`config.mk`:
```
export PLATFORM = sky130hd
export DESIGN_NAME = spinet_ring_arbiter_flat
export DESIGN_NICKNAME = d
export VERILOG_FILES = /design/src/rtl/spinet_ring_arbiter_if.sv /design/src/rtl/spinet_ring_arbiter.sv /design/src/flat_wrapper.sv
export SDC_FILE = /design/constraint.sdc
export NUM_CORES = 1
export LEC_CHECK = 0
export CAP_MARGIN = 20
export CELL_PAD_IN_SITES_DETAIL_PLACEMENT = 0
export CELL_PAD_IN_SITES_GLOBAL_PLACEMENT = 1
export CORE_ASPECT_RATIO = 1.1
export CORE_MARGIN = 2
export CORE_UTILIZATION = 35
export CTS_CLUSTER_DIAMETER = 100
export DETAILED_ROUTE_END_ITERATION = 6
export GPL_TIMING_DRIVEN = 0
export PLACE_DENSITY_LB_ADDON = 0.1
export REMOVE_ABC_BUFFERS = 1
export SYNTH_ARGS = -nofsm -noshare
export SYNTH_HDL_FRONTEND = slang
export SYNTH_SLANG_ARGS = --single-unit
```
`constraint.sdc`:
```
create_clock -name clk -period 1.7 [get_ports clk]
set_input_delay 0.51 -clock clk [delete_from_list [all_inputs] [get_ports clk]]
set_output_delay 0.51 -clock clk [all_outputs]
set_load 0.02 [all_outputs]
```
`src/rtl/spinet_ring_arbiter_if.sv`:
```
// Handshake bundle between the spinet node tx buffers and the ring injection arbiter.
// The master side is the set of requesting nodes; the slave side is the arbiter.
interface spinet_ring_arbiter_if #(
  parameter int N = 4
);
  localparam int ID_W = $clog2(N);

  logic [N-1:0]    req;
  logic [N-1:0]    done;
  logic [N-1:0]    grant;
  logic [ID_W-1:0] grant_id;
  logic            busy;
  logic            tmo;
  logic [ID_W-1:0] tmo_id;

  modport master (
    output req, done,
    input  grant, grant_id, busy, tmo, tmo_id
  );

  modport slave (
    input  req, done,
    output grant, grant_id, busy, tmo, tmo_id
  );
endinterface

```
`src/rtl/spinet_ring_arbiter.sv`:
```
// Round-robin arbiter for the spinet ring's single injection slot, with watchdog and turnaround gap.
// Define SPINET_ARB_PRIO_EN to make node 0 a high-priority requester that bypasses the rotation.
module spinet_ring_arbiter #(
  parameter int N       = 4,
  parameter int TIMEOUT = 64,
  parameter int GAP     = 1
) (
  input  logic                  clk,
  input  logic                  rst_n,
  spinet_ring_arbiter_if.slave  bus
);

  localparam int ID_W = $clog2(N);
  localparam int TW   = (TIMEOUT > 0) ? $clog2(TIMEOUT + 1) : 1;
  localparam int GW   = (GAP > 1) ? $clog2(GAP) : 1;

  localparam logic [TW-1:0]   TMO_LAST = TW'((TIMEOUT > 0) ? TIMEOUT - 1 : 0);
  localparam logic [TW-1:0]   TMR_MAX  = '1;
  localparam logic [GW-1:0]   GAP_LOAD = GW'(GAP - 1);
  localparam logic [ID_W-1:0] PTR_RST  = ID_W'(N - 1);
  localparam logic [N-1:0]    ONE_HOT0 = {{(N-1){1'b0}}, 1'b1};

  typedef enum logic [1:0] {
    S_IDLE,
    S_GRANT,
    S_GAP
  } state_t;

  state_t          state_q, state_d;
  logic [N-1:0]    grant_q, grant_d;
  logic [ID_W-1:0] grant_id_q, grant_id_d;
  logic [ID_W-1:0] ptr_q, ptr_d;
  logic [TW-1:0]   timer_q, timer_d;
  logic [GW-1:0]   gap_q, gap_d;
  logic            tmo_q, tmo_d;
  logic [ID_W-1:0] tmo_id_q, tmo_id_d;

  logic [ID_W-1:0] rr_winner;
  logic [ID_W-1:0] win_id;
  logic            win_upd_ptr;
  logic            rel_done, rel_drop, rel_tmo;

  // Search starts just after the last winner, so the last winner is checked last.
  always_comb begin : rr_search
    logic found;
    int   idx;
    found     = 1'b0;
    idx       = 0;
    rr_winner = '0;
    for (int i = 1; i <= N; i++) begin
      idx = (int'(ptr_q) + i) % N;
      if (!found && bus.req[ID_W'(idx)]) begin
        found     = 1'b1;
        rr_winner = ID_W'(idx);
      end
    end
  end

`ifdef SPINET_ARB_PRIO_EN
  // A priority grant leaves ptr alone so nodes 1..N-1 keep their rotation.
  assign win_id      = bus.req[0] ? '0 : rr_winner;
  assign win_upd_ptr = !bus.req[0];
`else
  assign win_id      = rr_winner;
  assign win_upd_ptr = 1'b1;
`endif

  assign rel_done = bus.done[grant_id_q];
  assign rel_drop = !bus.req[grant_id_q];
  assign rel_tmo  = (TIMEOUT != 0) && (timer_q == TMO_LAST);

  always_comb begin
    // NOTE: every combinational output gets a default first, so no path leaves a latch behind.
    state_d    = state_q;
    grant_d    = grant_q;
    grant_id_d = grant_id_q;
    ptr_d      = ptr_q;
    timer_d    = timer_q;
    gap_d      = gap_q;
    tmo_d      = 1'b0;
    tmo_id_d   = tmo_id_q;

    unique case (state_q)
      S_IDLE: begin
        if (|bus.req) begin
          grant_d    = ONE_HOT0 << win_id;
          grant_id_d = win_id;
          if (win_upd_ptr) ptr_d = win_id;
          timer_d    = '0;
          state_d    = S_GRANT;
        end
      end

      S_GRANT: begin
        if (rel_done || rel_drop || rel_tmo) begin
          grant_d = '0;
          gap_d   = GAP_LOAD;
          state_d = S_GAP;
          // Watchdog is reported only when the node did not end the grant itself.
          if (!rel_done && !rel_drop) begin
            tmo_d    = 1'b1;
            tmo_id_d = grant_id_q;
          end
        end else if (timer_q != TMR_MAX) begin
          timer_d = timer_q + 1'b1;
        end
      end

      S_GAP: begin
        if (gap_q == '0) state_d = S_IDLE;
        else             gap_d   = gap_q - 1'b1;
      end

      default: begin
        state_d = S_IDLE;
        grant_d = '0;
      end
    endcase
  end

  // NOTE: state registers use non-blocking assignments so every flop samples pre-edge values.
  always_ff @(posedge clk or negedge rst_n) begin
    if (!rst_n) begin
      state_q    <= S_IDLE;
      grant_q    <= '0;
      grant_id_q <= '0;
      ptr_q      <= PTR_RST;
      timer_q    <= '0;
      gap_q      <= '0;
      tmo_q      <= 1'b0;
      tmo_id_q   <= '0;
    end else begin
      state_q    <= state_d;
      grant_q    <= grant_d;
      grant_id_q <= grant_id_d;
      ptr_q      <= ptr_d;
      timer_q    <= timer_d;
      gap_q      <= gap_d;
      tmo_q      <= tmo_d;
      tmo_id_q   <= tmo_id_d;
    end
  end

  assign bus.grant    = grant_q;
  assign bus.grant_id = grant_id_q;
  assign bus.busy     = (state_q != S_IDLE);
  assign bus.tmo      = tmo_q;
  assign bus.tmo_id   = tmo_id_q;

endmodule

```
`src/flat_wrapper.sv`:
```
// flat-port wrapper written by rule: the top's interface ports become plain ports
module spinet_ring_arbiter_flat 
#(
  parameter int N       = 4,
  parameter int TIMEOUT = 64,
  parameter int GAP     = 1
)
  (clk, rst_n, bus_req, bus_done, bus_grant, bus_grant_id, bus_busy, bus_tmo, bus_tmo_id);
  spinet_ring_arbiter_if #(.N(N)) bus_i ();
  input  logic clk;
  input  logic rst_n;
  input wire logic [$bits(bus_i.req)-1:0] bus_req;
  input wire logic [$bits(bus_i.done)-1:0] bus_done;
  output wire logic [$bits(bus_i.grant)-1:0] bus_grant;
  output wire logic [$bits(bus_i.grant_id)-1:0] bus_grant_id;
  output wire logic [$bits(bus_i.busy)-1:0] bus_busy;
  output wire logic [$bits(bus_i.tmo)-1:0] bus_tmo;
  output wire logic [$bits(bus_i.tmo_id)-1:0] bus_tmo_id;
  assign bus_i.req = bus_req;
  assign bus_i.done = bus_done;
  assign bus_grant = bus_i.grant;
  assign bus_grant_id = bus_i.grant_id;
  assign bus_busy = bus_i.busy;
  assign bus_tmo = bus_i.tmo;
  assign bus_tmo_id = bus_i.tmo_id;
  spinet_ring_arbiter #(.N(N), .TIMEOUT(TIMEOUT), .GAP(GAP)) u_core (.clk(clk), .rst_n(rst_n), .bus(bus_i));
endmodule
```
Word-level counts from Yosys, hierarchy flattened
Cells that the tools add are included.
{"block": "totals", "ram_bits": 0, "elab_cells": 92, "inputBits": 10, "latch_bits": 0, "mem_bits_ro": 0, "out_inout_bits": 10, "regBits": 21, "mem_count": 0}
{"block": "op_classes", "reduce_logical": 22, "div_mod_pow": 0, "mux": 40, "shifts": 1, "n_lt_le_gt_ge": 5, "n_mul": 0, "n_addsub": 6, "n_bitwise": 1, "n_eq_ne": 9}
{"cell": "7-bit two-way mux", "count": 3}
{"cell": "1-bit two-way mux", "count": 18}
{"cell": "2-bit by 4-bit < comparator with 1-bit output (second input constant)", "count": 4}
{"cell": "2-bit two-way mux", "count": 7}
{"cell": "7-bit case mux with 2 select lines", "count": 1}
{"cell": "1-bit binary-select mux with 2-bit select", "count": 6}
{"cell": "4-bit case mux with 3 select lines", "count": 1}
{"cell": "3-bit AND reduction", "count": 3}
{"cell": "4-bit two-way mux", "count": 2}
{"cell": "7-bit by 1-bit adder with 7-bit output (second input constant)", "count": 1}
{"cell": "7-bit by 6-bit == test with 1-bit output (second input constant)", "count": 1}
{"cell": "7-bit != test (second input constant)", "count": 1}
{"cell": "2-bit by 1-bit != test with 1-bit output (second input constant)", "count": 3}
{"cell": "2-bit case mux with 3 select lines", "count": 1}
{"cell": "2-bit nonzero test", "count": 3}
{"cell": "1-bit logical NOT", "count": 5}
{"cell": "2-bit by 1-bit adder with 2-bit output (second input constant)", "count": 2}
{"cell": "2-bit adder (second input constant)", "count": 2}
{"cell": "1-bit logical AND", "count": 4}
{"cell": "2-bit != test (second input constant)", "count": 2}
{"cell": "2-bit AND reduction", "count": 2}
{"cell": "4-bit AND reduction", "count": 1}
{"cell": "4-bit OR reduction", "count": 1}
{"cell": "1-bit by 2-bit << shifter with 4-bit output (first input constant)", "count": 1}
{"cell": "other kinds (8)", "count": 9}

Logic depth before layout (Yosys ltp)
{"block": "depth", "depth_word": 17, "ltp_mapped": 5, "mapped_depth_nobuf": 5}

Worst setup path before layout
Ideal clock, no wire load.
{"block": "synth_path", "path_type": "input port to flip-flop", "from": "in bus_done[3]", "to": "reg u_core.tmo_id_q[1] (netlist: u_core.bus.tmo_id[1])", "n_path_buf": 1, "required_time_ps": 1572, "setup_slack_ps": -262, "stages": 5, "t_arrival_ps": 1835, "setup_ps": 128, "cell_sequence": "nand2b_1 mux4_2 buf_2 nor3b_2 mux2_1"}
{"block": "synth_between", "elab_chain_len": 5, "elab_cells_between_ends": 7, "classes_between": "2 x mux; 5 x reduce/logical"}
{"element": "from (decl)", "line_no": "flat_wrapper.sv:13", "rtl": "input wire logic [$bits(bus_i.done)-1:0] bus_done;"}
{"element": "1-bit binary-select mux with 2-bit select (*)", "line_no": "spinet_ring_arbiter.sv:68", "rtl": "assign rel_done = bus.done[grant_id_q];"}
{"element": "1-bit two-way mux (implied by the code) (*)", "line_no": "spinet_ring_arbiter.sv:68"}
{"element": "1-bit logical NOT or 1-bit logical OR (tied branches)", "line_no": "spinet_ring_arbiter.sv:100, spinet_ring_arbiter.sv:95"}
{"element": "1-bit logical AND or 1-bit logical OR (tied branches)", "line_no": "spinet_ring_arbiter.sv:100, spinet_ring_arbiter.sv:95"}
{"element": "3-bit AND reduction (no line) (*)"}
{"element": "to (signal assigned)", "line_no": "spinet_ring_arbiter.sv:140", "rtl": "tmo_id_q <= tmo_id_d;"}
{"element": "to (decl)", "line_no": "spinet_ring_arbiter.sv:36", "rtl": "logic [ID_W-1:0] tmo_id_q, tmo_id_d;"}
Every way passes the cells marked *; elsewhere a longest branch is shown, timed or not. The select of a mux whose other input is x is not followed.
A chain may end at the register's enable or synchronous reset.

Worst setup path after layout
{"block": "layout_path", "from": "reg u_core.grant_id_q[1] (netlist: u_core.bus.grant_id[1])", "to": "reg u_core.timer_q[4]"}
{"block": "layout_between", "elab_chain_len": 7, "elab_cells_between_ends": 9, "classes_between": "1 x eq/ne; 4 x mux; 4 x reduce/logical"}
{"element": "from (decl)", "line_no": "spinet_ring_arbiter.sv:31", "rtl": "logic [ID_W-1:0] grant_id_q, grant_id_d;"}
{"element": "from (signal assigned)", "line_no": "spinet_ring_arbiter.sv:135", "rtl": "grant_id_q <= grant_id_d;"}
{"element": "1-bit binary-select mux with 2-bit select", "line_no": "spinet_ring_arbiter.sv:69", "rtl": "assign rel_drop = !bus.req[grant_id_q];"}
{"element": "1-bit two-way mux (implied by the code)", "line_no": "spinet_ring_arbiter.sv:69"}
{"element": "1-bit logical NOT", "line_no": "spinet_ring_arbiter.sv:69"}
{"element": "1-bit logical OR (*) (2 in a row)", "line_no": "spinet_ring_arbiter.sv:95", "rtl": "if (rel_done || rel_drop || rel_tmo) begin"}
{"element": "2-bit != test (no line) (*)"}
{"element": "4-bit AND reduction (no line) (*)"}
{"element": "to (signal assigned)", "line_no": "spinet_ring_arbiter.sv:137", "rtl": "timer_q <= timer_d;"}
{"element": "to (decl)", "line_no": "spinet_ring_arbiter.sv:33", "rtl": "logic [TW-1:0] timer_q, timer_d;"}
Marked as above.

==> results.yml <==
status:
  outcome: "finished with violations"
  violations: "negative setup slack"
run:
  maxCapViolCount: 0
synthesis:
  syn_area_mm2: 0.00101
  synthArstFlopShare: 1.00
  syn_inst: 96
  yosysWarnings: 0
  avgSynthCellArea_um2: 10.5
  synth_seq_cells: 20
  synth-edff-count: 0
  yosysSeqAreaShare: 0.498
  synth.distinct_cells: 33
  synth-main-ff-cell: "dfrtp_1"
global_route:
  grtUsageTotal: 0.177
  grt_pass1_wl_um: 4530
  grt_max_degree: 21
  grt.overflow.total: 0
  antenna_found_initial: 0
  grt_pass1_vias: 968
sta:
  tightest_slew_ps: 907
  hold_viol: 0
  rsz0062_at_grt: "yes"
  finalSetupViolations: 5
  max_slew_margin: 0.394
  fin_crit_sh: 1.06
  fmax_mhz: 557
  layout_setup_ws_ps: -96.5
  hold_ws_ps: 498
  slew_violations: 0
  finalCriticalPeriod_ps: 1800
  fin_worst_skew_ps: 8.75
layout:
  area_growth_pct: 38.6
  drive_gt1_frac: 0.349
  layout.nets: 138
  n_antenna_cell: 0
critical_path:
  cp_max_fo: 5
  critPathLaunchType: "flip-flop"
  crit_type: "reg -> reg"
  worstRegToRegCells: 3
  end_kind: "flip-flop"
  critPathRequiredTime_ps: 1940
  arrival_ps: 2030
routing:
  vias: 889
  route.antenna.remaining_nets: 0
  finalWirelength_um: 2610
  route.detailed.drc: 0
  wire_per_inst_um: 16.4
  via_per_inst: 5.59
  first_iter_violations: 18
  drtPass1Iterations: 4
pwr:
  ir_worst_vdd_mv: 0.821
  fin_total_pwr_mw: 1.95
  power-per-cell-area_mw_per_mm2: 1390
  p_leak_nw: 0.635
clocking:
  clock_latency_ps: 300
  clk_pin_slew_ps: 120
  ctsLongestPathBuffers: 2
  cts.sinks: 20
  hold_buffers: 0
  htreeDepth: 1
  cts-buffers-inserted: 3
  cts_tree: "yes"
  clockRootBuffer: "clkbuf_4"
floorplanning:
  rows: 20
  dieArea_mm2: 0.00333
  initial_core_util: 0.367
  ios: 20
  die_w_um: 55.2
  fp.coreArea_mm2: 0.00275
  die_h_um: 60.4
placement:
  gp_congestion: 0.767
  dp_hpwl_um: 1580
  io_buffers: 19
min_path:
  hp-class: "reg -> reg"
  whs_path_depth: 1
==> worst paths after layout <==
| check | start | to | slack (ps) |
|---|---|---|---|
| worst max-delay path | u_core.bus.grant_id[1] | u_core.timer_q[4] | -100 |
| worst min-delay path | u_core.bus.grant[3] | u_core.bus.grant[3] | 500 |
| worst max register to register | u_core.bus.grant_id[1] | u_core.timer_q[4] | -100 |
| worst min register to register | u_core.bus.grant[3] | u_core.bus.grant[3] | 500 |
| max in group asynchronous | rst_n | u_core.bus.grant_id[1] | 370 |
| min in group asynchronous | rst_n | u_core.timer_q[4] | 710 |
==> synthesized netlist by cell type (all sizes together), types with 2 or more instances <==
cell     number  area (um^2)
or2           4         25.0
inv           3         11.3
o211ai        2         15.0
nor2          6         22.5
or4           2         15.0
o31ai         4         30.0
o2bb2ai       2         17.5
nor2b         3         18.8
mux2          2         22.5
nand2b        6         37.5
o21a          2         15.0
nand2        12         45.0
dfstp         2         52.6
mux2i         4         40.0
a21oi         6         30.0
nor3          3         20.0
dfrtp        18          450
a32o          2         20.0
==> registers in the layout, summed over array words and instances, names as in the netlist <==
signal and cells:
u_core.bus.grant_id 2, u_core.bus.tmo 1, u_core.state_q 2, u_core.timer_q 7, u_core.bus.tmo_id 2, u_core.ptr_q 2, u_core.bus.grant 4
==> what timing repair did <==
action | in CTS | in global routing
gates resized for setup | 55 | 8
setup endpoints to repair | 30 | 12
pin swaps | 7 | 3
buffers inserted | 7 | 1
gates cloned | 1 | 0
==> routing by layer <==
layer  global-route usage  share of wire
met1                0.201           0.40
met5                    0              0
met3               0.0341          0.042
met2                0.333           0.54
met4               0.0732          0.021
==> critical path, cell delays in order (launching register included) <==
cell and delay [ps]:
dfrtp_2 410, mux4_2 640, or4_4 560, a21oi_2 120
==> cell families (layout without fill, tap and decap cells) <==
group | Yosys count | in the layout | share of synthesized area
DFF | 20 | 20 | 0.498
adders and majority gates | 1 | 1 | 0.0124
muxes | 7 | 8 | 0.0842
and+or+nand+nor | 42 | 42 | 0.226
AOI/OAI and AO/OA | 21 | 21 | 0.160
buffers and inverters | 5 | 34 | 0.0198
==> cell usage in the layout, fill, tap and decap left out, types with 2 or more instances in the layout <==
| master | Yosys | routed |
|---|---|---|
| a32o_1 | 2 | 2 |
| inv_1 | 3 | 3 |
| o21a_1 | 2 | 2 |
| dfstp_2 | 2 | 2 |
| or4_4 | 0 | 2 |
| a21oi_2 | 0 | 2 |
| buf_4 | 0 | 7 |
| dlygate4sd2_1 | 0 | 8 |
| mux2i_1 | 4 | 4 |
| o211ai_1 | 2 | 2 |
| clkbuf_4 | 0 | 3 |
| nor2b_1 | 3 | 3 |
| buf_2 | 1 | 9 |
| o31ai_1 | 4 | 4 |
| nor2_1 | 6 | 6 |
| mux2_4 | 0 | 2 |
| nand2b_1 | 6 | 2 |
| or2_1 | 3 | 3 |
| dfrtp_1 | 18 | 17 |
| o2bb2ai_1 | 2 | 2 |
| nor3_4 | 0 | 3 |
| nand2_1 | 12 | 12 |
| nand2b_4 | 0 | 4 |
| a21oi_1 | 6 | 4 |
==> where the power goes <==
part	internal (mW)	leakage, nW	total [mW]	switching (mW)
sequential	0.624	0.261	0.737	0.114
clock	0.130	0.0210	0.274	0.144
combinational	0.394	0.354	0.943	0.550
total	1.15	0.635	1.95	0.807
==> layout make-up <==
cell class	instances	area, um^2
tap	33	41.3
clock buffer	4	36.3
inverter	3	11.3
sequential	20	504
timing repair buffer	27	194
multi-input combinational	72	614
fill	275	1350
==> metrics by stage <==
stage | cell area, um^2 | TNS [ps] | setup WS [ps] | cells | utilization
final | 1400 | -316 | -96.5 | 159 | 0.509
after global routing | 1400 | -835 | -138 | 159 | 0.509
after CTS | 1370 | -257 | -90.9 | 158 | 0.496
after detailed placement | 1230 | -12960 | -904 | 146 | 0.448
after global placement | 1230 | -12310 | -847 | 146 | 0.448
after floorplan | 1000 | -1450 | -247 | 94 | -
Power figures use the tool's default switching activity.
